### src/rtl/razor_recovery_controller.sv
// razor_recovery_controller
//   Sequences pipeline recovery when a transition detector flags a late
//   transition. The sequence is IDLE -> STALL -> FLUSH -> REPLAY -> IDLE.
//   The controller also reports the offending stage and keeps a saturating
//   error-event count.
//   Every output is a Moore decode of the registered state, err_stage and
//   err_count.
// Ports
//   clk        in   system clock, rising edge
//   reset      in   synchronous, active-high
//   det_en     in   error monitoring enable; flags are ignored when 0
//   err_flag   in   transition-detector outputs, bit i = stage i
//   stall      out  freeze pipeline registers (STALL and FLUSH)
//   flush      out  squash in-flight instructions (FLUSH)
//   det_clear  out  reset all transition detectors (FLUSH)
//   replay     out  re-issue window from err_stage (REPLAY)
//   err_stage  out  stage index latched at detection
//   err_count  out  detected error events, saturating
//   busy       out  high whenever the state is not IDLE
module razor_recovery_controller #(
  parameter int unsigned NUM_STAGES    = 4,
  parameter int unsigned IDX_WIDTH     = 2,
  parameter int unsigned STALL_CYCLES  = 1,
  parameter int unsigned REPLAY_CYCLES = 2,
  parameter int unsigned CNT_WIDTH     = 16
) (
  input  logic                  clk,
  input  logic                  reset,
  input  logic                  det_en,
  input  logic [NUM_STAGES-1:0] err_flag,
  output logic                  stall,
  output logic                  flush,
  output logic                  det_clear,
  output logic                  replay,
  output logic [IDX_WIDTH-1:0]  err_stage,
  output logic [CNT_WIDTH-1:0]  err_count,
  output logic                  busy
);

  localparam int unsigned MAXC = (STALL_CYCLES > REPLAY_CYCLES) ? STALL_CYCLES : REPLAY_CYCLES;
  localparam int unsigned TW   = (MAXC > 1) ? $clog2(MAXC) : 1;

  typedef enum logic [1:0] {
    S_IDLE   = 2'd0,
    S_STALL  = 2'd1,
    S_FLUSH  = 2'd2,
    S_REPLAY = 2'd3
  } state_e;

  state_e                 state_q, state_d;
  logic [TW-1:0]          timer_q, timer_d;
  logic [IDX_WIDTH-1:0]   err_stage_q, err_stage_d;
  logic [CNT_WIDTH-1:0]   err_count_q, err_count_d;

  logic                   detect;
  logic [IDX_WIDTH-1:0]   det_idx;
  logic                   found;

  // Lowest-index set flag wins; stage 0 has the highest priority.
  always_comb begin
    det_idx = '0;
    found   = 1'b0;
    for (int unsigned i = 0; i < NUM_STAGES; i++) begin
      if (err_flag[i] && !found) begin
        det_idx = IDX_WIDTH'(i);
        found   = 1'b1;
      end
    end
  end

  assign detect = det_en & (|err_flag);

  always_comb begin
    state_d     = state_q;
    timer_d     = timer_q;
    err_stage_d = err_stage_q;
    err_count_d = err_count_q;
    unique case (state_q)
      S_IDLE: begin
        if (detect) begin
          state_d     = S_STALL;
          timer_d     = '0;
          err_stage_d = det_idx;
          if (err_count_q != '1) begin
            err_count_d = err_count_q + 1'b1;
          end
        end
      end
      S_STALL: begin
        if (timer_q == TW'(STALL_CYCLES - 1)) begin
          state_d = S_FLUSH;
          timer_d = '0;
        end else begin
          timer_d = timer_q + 1'b1;
        end
      end
      S_FLUSH: begin
        state_d = S_REPLAY;
        timer_d = '0;
      end
      S_REPLAY: begin
        if (timer_q == TW'(REPLAY_CYCLES - 1)) begin
          state_d = S_IDLE;
          timer_d = '0;
        end else begin
          timer_d = timer_q + 1'b1;
        end
      end
      default: begin
        state_d = S_IDLE;
        timer_d = '0;
      end
    endcase
  end

  always_ff @(posedge clk) begin
    if (reset) begin
      state_q     <= S_IDLE;
      timer_q     <= '0;
      err_stage_q <= '0;
      err_count_q <= '0;
    end else begin
      state_q     <= state_d;
      timer_q     <= timer_d;
      err_stage_q <= err_stage_d;
      err_count_q <= err_count_d;
    end
  end

  always_comb begin
    stall     = (state_q == S_STALL) || (state_q == S_FLUSH);
    flush     = (state_q == S_FLUSH);
    det_clear = (state_q == S_FLUSH);
    replay    = (state_q == S_REPLAY);
    busy      = (state_q != S_IDLE);
  end

  assign err_stage = err_stage_q;
  assign err_count = err_count_q;

endmodule
### config.mk
export PLATFORM = sky130hd
export DESIGN_NAME = razor_recovery_controller
export DESIGN_NICKNAME = d
export VERILOG_FILES = /design/src/rtl/razor_recovery_controller.sv
export SDC_FILE = /design/constraint.sdc
export NUM_CORES = 1
export LEC_CHECK = 0
export CORE_MARGIN = 5
export CORE_UTILIZATION = 45
export DETAILED_ROUTE_END_ITERATION = 6
export GPL_TIMING_DRIVEN = 0
export PLACE_DENSITY = 0.71
export SLEW_MARGIN = 20
export SYNTH_ARGS = -nofsm -noshare
export SYNTH_HDL_FRONTEND = slang
export SYNTH_SLANG_ARGS = --single-unit
### constraint.sdc
create_clock -name clk -period 4.8 [get_ports clk]
set_input_delay 1.44 -clock clk [delete_from_list [all_inputs] [get_ports clk]]
set_output_delay 1.44 -clock clk [all_outputs]
set_load 0.02 [all_outputs]
* Yosys cells after proc, flatten, opt, wreduce, memory -nomap -nowiden
Index checks and enable logic that the tools add are counted.
** Storage, ports and cells
- Input port bits :: 7
- Logic and storage cells :: 41
- Output and inout port bits :: 23
- Register bits after elaboration :: 21
** Operators by class
- Reduce and logical (&&, ||, !) cells :: 13
- Equal/unequal tests :: 7
- Bitwise gates (word level) :: 1
- $add $sub $neg :: 2
- Multiplexer cells :: 14
** Operator list (count)
- $add 16x1->16 const B :: 1
- $ne 16x16->1 const B :: 1
- $mux 2 :: 5
- $pmux 2 s4 :: 1
- $mux 1 :: 7
- $reduce_and 3->1 :: 2
- $eq 2x2->1 const B :: 2
- $ne 2x2->1 const B :: 2
- $pmux 1 s4 :: 1
- $reduce_or 4->1 :: 1
- $logic_and 1x1->1 :: 3
- $logic_not 1->1 :: 3
- $eq 2x1->1 const B :: 1
- $logic_not 2->1 :: 1
- $ne 2x1->1 const B :: 1
- $reduce_and 2->1 :: 1
- $reduce_bool 2->1 :: 1
- $add 1x1->1 const B :: 1
- $and 1x1->1 :: 1
- $logic_or 1x1->1 :: 1

* Longest topological paths before layout
Gate-level depths: netlist (run 1).
- Depth in word-level cells :: 10
- Mapped depth :: 7

* Worst setup path after synthesis (run 1)
Ideal clock, no wire load.
- Path kind :: input port to flip-flop
- Start :: input err_flag[0]
- End :: register err_count_q[13], in the netlist err_count[13]
- Data arrival time :: 2650 ps
- Path slack :: 2030 ps
- Data required time :: 4679 ps
- Setup time :: 121 ps
- Stages on the path :: 5
- Cells stage by stage :: or4_1 > or3b_1 > buf_6 > nor4_1 > mux2_2
** Between the ends
- Cells in the longest elaborated chain, start to end :: 3
** RTL lines
- start, declared :: line 30 : input logic [NUM_STAGES-1:0] err_flag,
- $reduce_or 4->1 :: line 71 : assign detect = det_en & (|err_flag);
- $and 1x1->1 :: line 71
- $reduce_and 3->1 (no source line)
- end signal, assigned :: line 126 : err_count_q <= err_count_d;
- end, declared :: line 53 : logic [CNT_WIDTH-1:0] err_count_q, err_count_d;
Every way passes these cells.
A chain may end at the register's enable or synchronous reset.

* Worst setup path in the final report (run 1)
- Start :: register state_q[0]
- End :: output busy
** Between the ends
- Cells in the longest elaborated chain, start to end :: 1
** RTL lines
- start, declared :: line 50 : state_e state_q, state_d;
- start signal, assigned :: line 123 : state_q <= state_d;
- $reduce_bool 2->1 :: line 135 : busy = (state_q != S_IDLE);
- end, declared :: line 37 : output logic busy
Every way passes these cells.

==> results.txt, run 1 <==
Status - finished clean
Flops & latches, synth - 21
Count leader, synth - dfxtp_1
Combinational share of power - 43.6%
Tmin final - 3230 ps
Int Power - 0.327 mW
Post-CTS Setup Bufs - 0
Post-synth EDFFs - 0
Async S/R FF share, synth - 0%
Global-route wire length before repair - 4.77 mm
Fmax - 0.309 GHz
# setup viols final - 0
Initial antenna violation count - 0
Clock sink count - 21
Worst hold slack - 475 ps
Rel. slew slack - 64.1%
TritonCTS clock tree - built
CP arrival - 1790 ps
Worst-path clk slew - 120 ps
DP Wirelength - 2.07 mm
Worst-margin pin slew - 534 ps
Initial core utilization - 46.4%
Tot GR Track Use - 17.0%
Clock Path Buffers - 2
Critical Path RT - 3360 ps
Area growth from synthesis to layout - 31.1%
Netlist cell types - 31
DIE AREA - 3640 um^2
Top cells by area, synth - dfxtp_1 37%, a21oi_1 7.9%, o31ai_1 7.9%
Synth Warn # - 0
Fin nets - 179
Synth top area share - 36.9%
DR WL/cell - 14.7 um
Vias in the first global route - 1109
Post-synth top area cell - dfxtp_1
DR vias/cell - 5.85
# diodes - 0
Die height - 60.3 um
PD cells - 356 nW/um^2
Final ANT Viol Nets - 0
H-tree depth - 1
Max Slew Vio Count - 0
Clk pwr share - 16.9%
CP endpoint kind - output pin
Rows - 18
Largest net degree at the start of global routing - 12
Tot Pwr - 0.531 mW
CTS root buf - clkbuf_4
Leakage - 0.500 nW
Max rail drop VDD - 310 uV
Worst hold path class - reg -> reg
Via count - 1147
Mapped cell area - 1140 um^2
Routability Congestion - 0.792
Routed WL - 2.89 mm
Core area - 2450 um^2
Syn nets - 145
Max-cap violation count - 0
Endpoints failing hold - 0
Syn Inst Count - 133
Initial DRC Count - 27
Final Skew - 4.24 ps
Flop pwr share - 39.5%
DR pass1 iterations - 4
Synth Area per Inst - 8.57 um^2
Post-synth top flop - dfxtp_1
Fin crit share - 67.3%
Seq/Total Area, Yosys - 36.9%
Clk Latency, worst-skew pair - 310 ps
Num ports - 30
CTS resizes - 0
Drt drc - 0
IO Port Bufs - 29
RSZ-0062 raised after global routing - false
Hold-fix buffers, CTS - 0
Die X - 60.3 um
Crit path max fanout - 7
CP startpoint kind - flop
Final global-route overflow total - 0
Synth cell count leaders - 21 x dfxtp_1, 18 x a21oi_1, 12 x o31ai_1, 12 x or4_1
Setup_tns - 0 ps
Sw frac - 38.5%
CP Class - reg -> out
Total net switching power - 0.204 mW
Share of layout cells above drive strength 1 - 7.83%
CTS buffer count - 3
## through the flow
stage                     area [um^2]  utilization, %  setup WS (ps)  std cells
after floorplan                  1140               -           2030        133
after global placement           1470            59.8           1290        192
after detailed placement         1470            59.8           1290        192
after CTS                        1490            60.9           1560        196
after global routing             1490            60.9           1470        196
final                            1490            60.9           1570        196
## sequential cells by signal, summed over array words and instances, names as in the netlist
register,cells
timer_q,1
err_stage,2
state_q,2
err_count,16
## worst paths after layout
check               startpoint       endpoint  slack, ps  depth (start not counted)
setup reg to reg    state_q[0]  err_count[13]       2620                          7
setup / recovery    state_q[0]           busy       1570                          4
hold reg to reg   err_stage[0]   err_stage[0]        470                          2
hold / removal    err_stage[0]   err_stage[0]        470                          2
## kinds of logic after synthesis
logic type / share of synthesized area [%]
multiplexers: 1.87
adder cells (fa/ha/maj): 5.49
AND/OR/NAND/NOR: 27.2
flip-flops: 36.9
buffers and inverters: 7.90
AO/OA/AOI/OAI: 20.6
## power groups by stage
stage	Sequential (mW)	Combinational (mW)	Clock [mW]
6_report	0.210	0.232	0.0896
3_3_place_gp	0.211	0.227	0
5_1_grt	0.212	0.253	0.0986
2_1_floorplan	0.218	0.136	0
3_5_place_dp	0.212	0.232	0
4_1_cts	0.209	0.232	0.0918
## final cells by class
type	instances	area [um^2]
Sequential cell	21	420
Tap cell	30	37.5
Inverter	7	26.3
Multi-Input combinational cell	97	629
Fill cell	233	961
Clock buffer	4	26.3
Timing Repair Buffer	29	290
Buffer	8	63.8
## routing by layer
metal / wire [um] / vias up / GRT usage, %
met5: 0 / - / 0
met4: 23 / 0 / 5.06
met3: 130 / 4 / 2.98
met2: 1290 / 31 / 28.5
met1: 1450 / 539 / 22.4
li1: - / 573 / -
## worst max-delay path, cell delays in order (launching register included)
cell,delay [ps]
dfxtp_1,430
inv_1,90
ha_1,300
inv_1,80
clkdlybuf4s50_1,590
## cell usage in the layout, fill, tap and decap left out, types with 6 or more instances in the layout
cell type / instances
dfxtp_1: 21
nand3_1: 7
nor2_1: 6
nand2_1: 7
o31ai_1: 12
clkdlybuf4s50_1: 29
a21oi_1: 18
or4_1: 12
inv_1: 7
(Power assumes the default switching activity.)
==> run 2: changes to the inputs <==
Settings changed: CORE_UTILIZATION 45 to 43.
Clock period 4.8 ns to 2.76 ns, I/O delays scaled along.
==> run 2 against run 1 <==
Clock power increased by 77%; flip-flop and latch count unchanged; first-iteration DRC count grew 140%; clock skew is 4.9 ps higher; total power grew 74%; utilization down 1.1 points; global-route usage decreased by 1.1 points; clock-buffer cell count is the same; sequential share of layout area stayed put; register-to-register slack worse by 2100 ps; critical path depth unchanged; sequential power up 73%; largest cell class unchanged.
==> results.txt, run 2 (synthesis gave the netlist of run 1 again) <==
Critical Path RT - 1930 ps (-1430 ps)
IO Port Bufs - 29 (unchanged)
Area growth from synthesis to layout - 31.1% (unchanged)
CTS buffer count - 3 (unchanged)
PD cells - 619 nW/um^2 (+74%)
TritonCTS clock tree - built
Fmax - 0.381 GHz
# setup viols final - 0 (unchanged)
Dpl ws - -134 ps (-1430 ps)
CTS root buf - clkbuf_4
Setup ws final - 136 ps (-1430 ps)
Final global-route overflow total - 0 (unchanged)
Max Slew Vio Count - 0 (unchanged)
Worst hold path class - reg -> reg
Max-cap violation count - 0 (unchanged)
Die X - 61.5 um (+1.9%)
Post-CTS Setup Bufs - 0 (unchanged)
Critical path's largest stage delay - 590 ps (about the same)
DR pass1 iterations - 4 (unchanged)
Num ports - 30 (unchanged)
Crit path max fanout - 7 (unchanged)
Routed WL - 2.87 mm (-0.73%)
H-tree depth - 1 (unchanged)
Endpoints failing hold - 0 (unchanged)
CP endpoint kind - output pin
Cells along the critical path - inv_1 -> ha_1 -> inv_1 -> clkdlybuf4s50_1
Max FFs per register - 16 (unchanged)
Initial core utilization - 45.6% (-0.84 points)
Fin nets - 179 (unchanged)
Worst-margin pin slew - 549 ps (+14.4 ps)
Final Skew - 9.11 ps (+4.87 ps)
Routability Congestion - 0.792 (about the same)
Fin crit share - 95.1%
Initial antenna violation count - 0 (unchanged)
Via count - 1142 (-0.44%)
Vias in the first global route - 1068 (-3.7%)
Final-layout fill cell count - 226 (-3.0%)
Hold-fix buffers, CTS - 0 (unchanged)
Max rail drop VDD - 553 uV (+79%)
# diodes - 0 (unchanged)
CP arrival - 1800 ps (about the same)
Core area - 2500 um^2 (+1.8%)
Final core utilization - 59.8% (-1.1 points)
RSZ-0062 raised after global routing - false
Share of layout cells above drive strength 1 - 7.83% (unchanged)
Clk Latency, worst-skew pair - 310 ps (about the same)
CP max stage cell - clkdlybuf4s50_1
CP Class - reg -> out
DR vias/cell - 5.83 (-0.44%)
Leakage - 0.500 nW (unchanged)
Commonest cells after routing, fill and taps aside - 29 x clkdlybuf4s50_1, 21 x dfxtp_1, 18 x a21oi_1
Rel. slew slack - 63.0% (-1.1 points)
Final ANT Viol Nets - 0 (unchanged)
Rows - 18 (unchanged)
Clock sink count - 21 (unchanged)
Worst-path clk slew - 130 ps (about the same)
Tmin final - 2620 ps
DR WL/cell - 14.6 um (-0.73%)
Drt drc - 0 (unchanged)
Most frequent CP cell - inv_1
Tot Pwr - 0.925 mW (+74%)
DP Wirelength - 2.06 mm (-0.60%)
Largest net degree at the start of global routing - 12 (unchanged)
CTS resizes - 0 (unchanged)
Multi-input logic area - 629 um^2 (unchanged)
Global-route wire length before repair - 4.62 mm (-3.2%)
Die height - 61.5 um (+1.9%)
Clock Path Buffers - 2 (unchanged)
CP startpoint kind - flop
Initial DRC Count - 66 (+140%)
FF/Latch Area - 420 um^2 (unchanged)
DIE AREA - 3780 um^2 (+3.9%)
Commonest non-fill, non-tap cell in the layout - clkdlybuf4s50_1
Tot GR Track Use - 15.9% (-1.1 points)
Status - finished clean
run 2: cell counts in the layout (fill, tap and decap cells not counted):
Identical to the previous run, type by type.
run 2: worst paths after layout:
| path | startpoint | end | slack, ps | cells past startpoint |
|---|---|---|---|---|
| max | state_q[0] | busy | 140 | 4 |
| min | err_stage[0] | err_stage[0] | 470 | 2 |
| max reg2reg | state_q[0] | err_count[13] | 520 | 7 |
| min reg2reg | err_stage[0] | err_stage[0] | 470 | 2 |
run 2: area by class of cell:
cell class,count,area share (%)
tap,30,2.51
clock buffer,4,1.76
multi-input combinational,97,42.1
sequential,21,28.1
inverter,7,1.76
timing repair buffer,29,19.4
buffer,8,4.27
run 2: worst max-delay path, delay by kind of cell (launching register included):
kind | cells | cell delay, ps
adders and majority gates | 1 | 290
buffers and inverters | 3 | 760
DFF | 1 | 420
run 2: power breakdown:
| part | total, mW | switching, mW | internal (mW) |
|---|---|---|---|
| combinational | 0.403 | 0.223 | 0.180 |
| sequential | 0.364 | 0.0311 | 0.333 |
| clock | 0.159 | 0.102 | 0.0565 |
| total | 0.925 | 0.356 | 0.569 |
run 2: metrics by stage:
stage	hold WS [ps]	cells	cell area, um^2	TNS, ps
2_1_floorplan	461	133	1140	0
3_3_place_gp	446	192	1470	-768
3_5_place_dp	450	192	1470	-1020
4_1_cts	474	196	1490	0
5_1_grt	504	196	1490	0
6_report	469	196	1490	0
run 2: layer usage:
layer	vias up	wire, um	GRT usage [%]
met1	538	1380	20.8
met5	-	0	0
met4	0	13	4.85
li1	577	-	-
met2	25	1320	25.3
met3	2	146	4.82
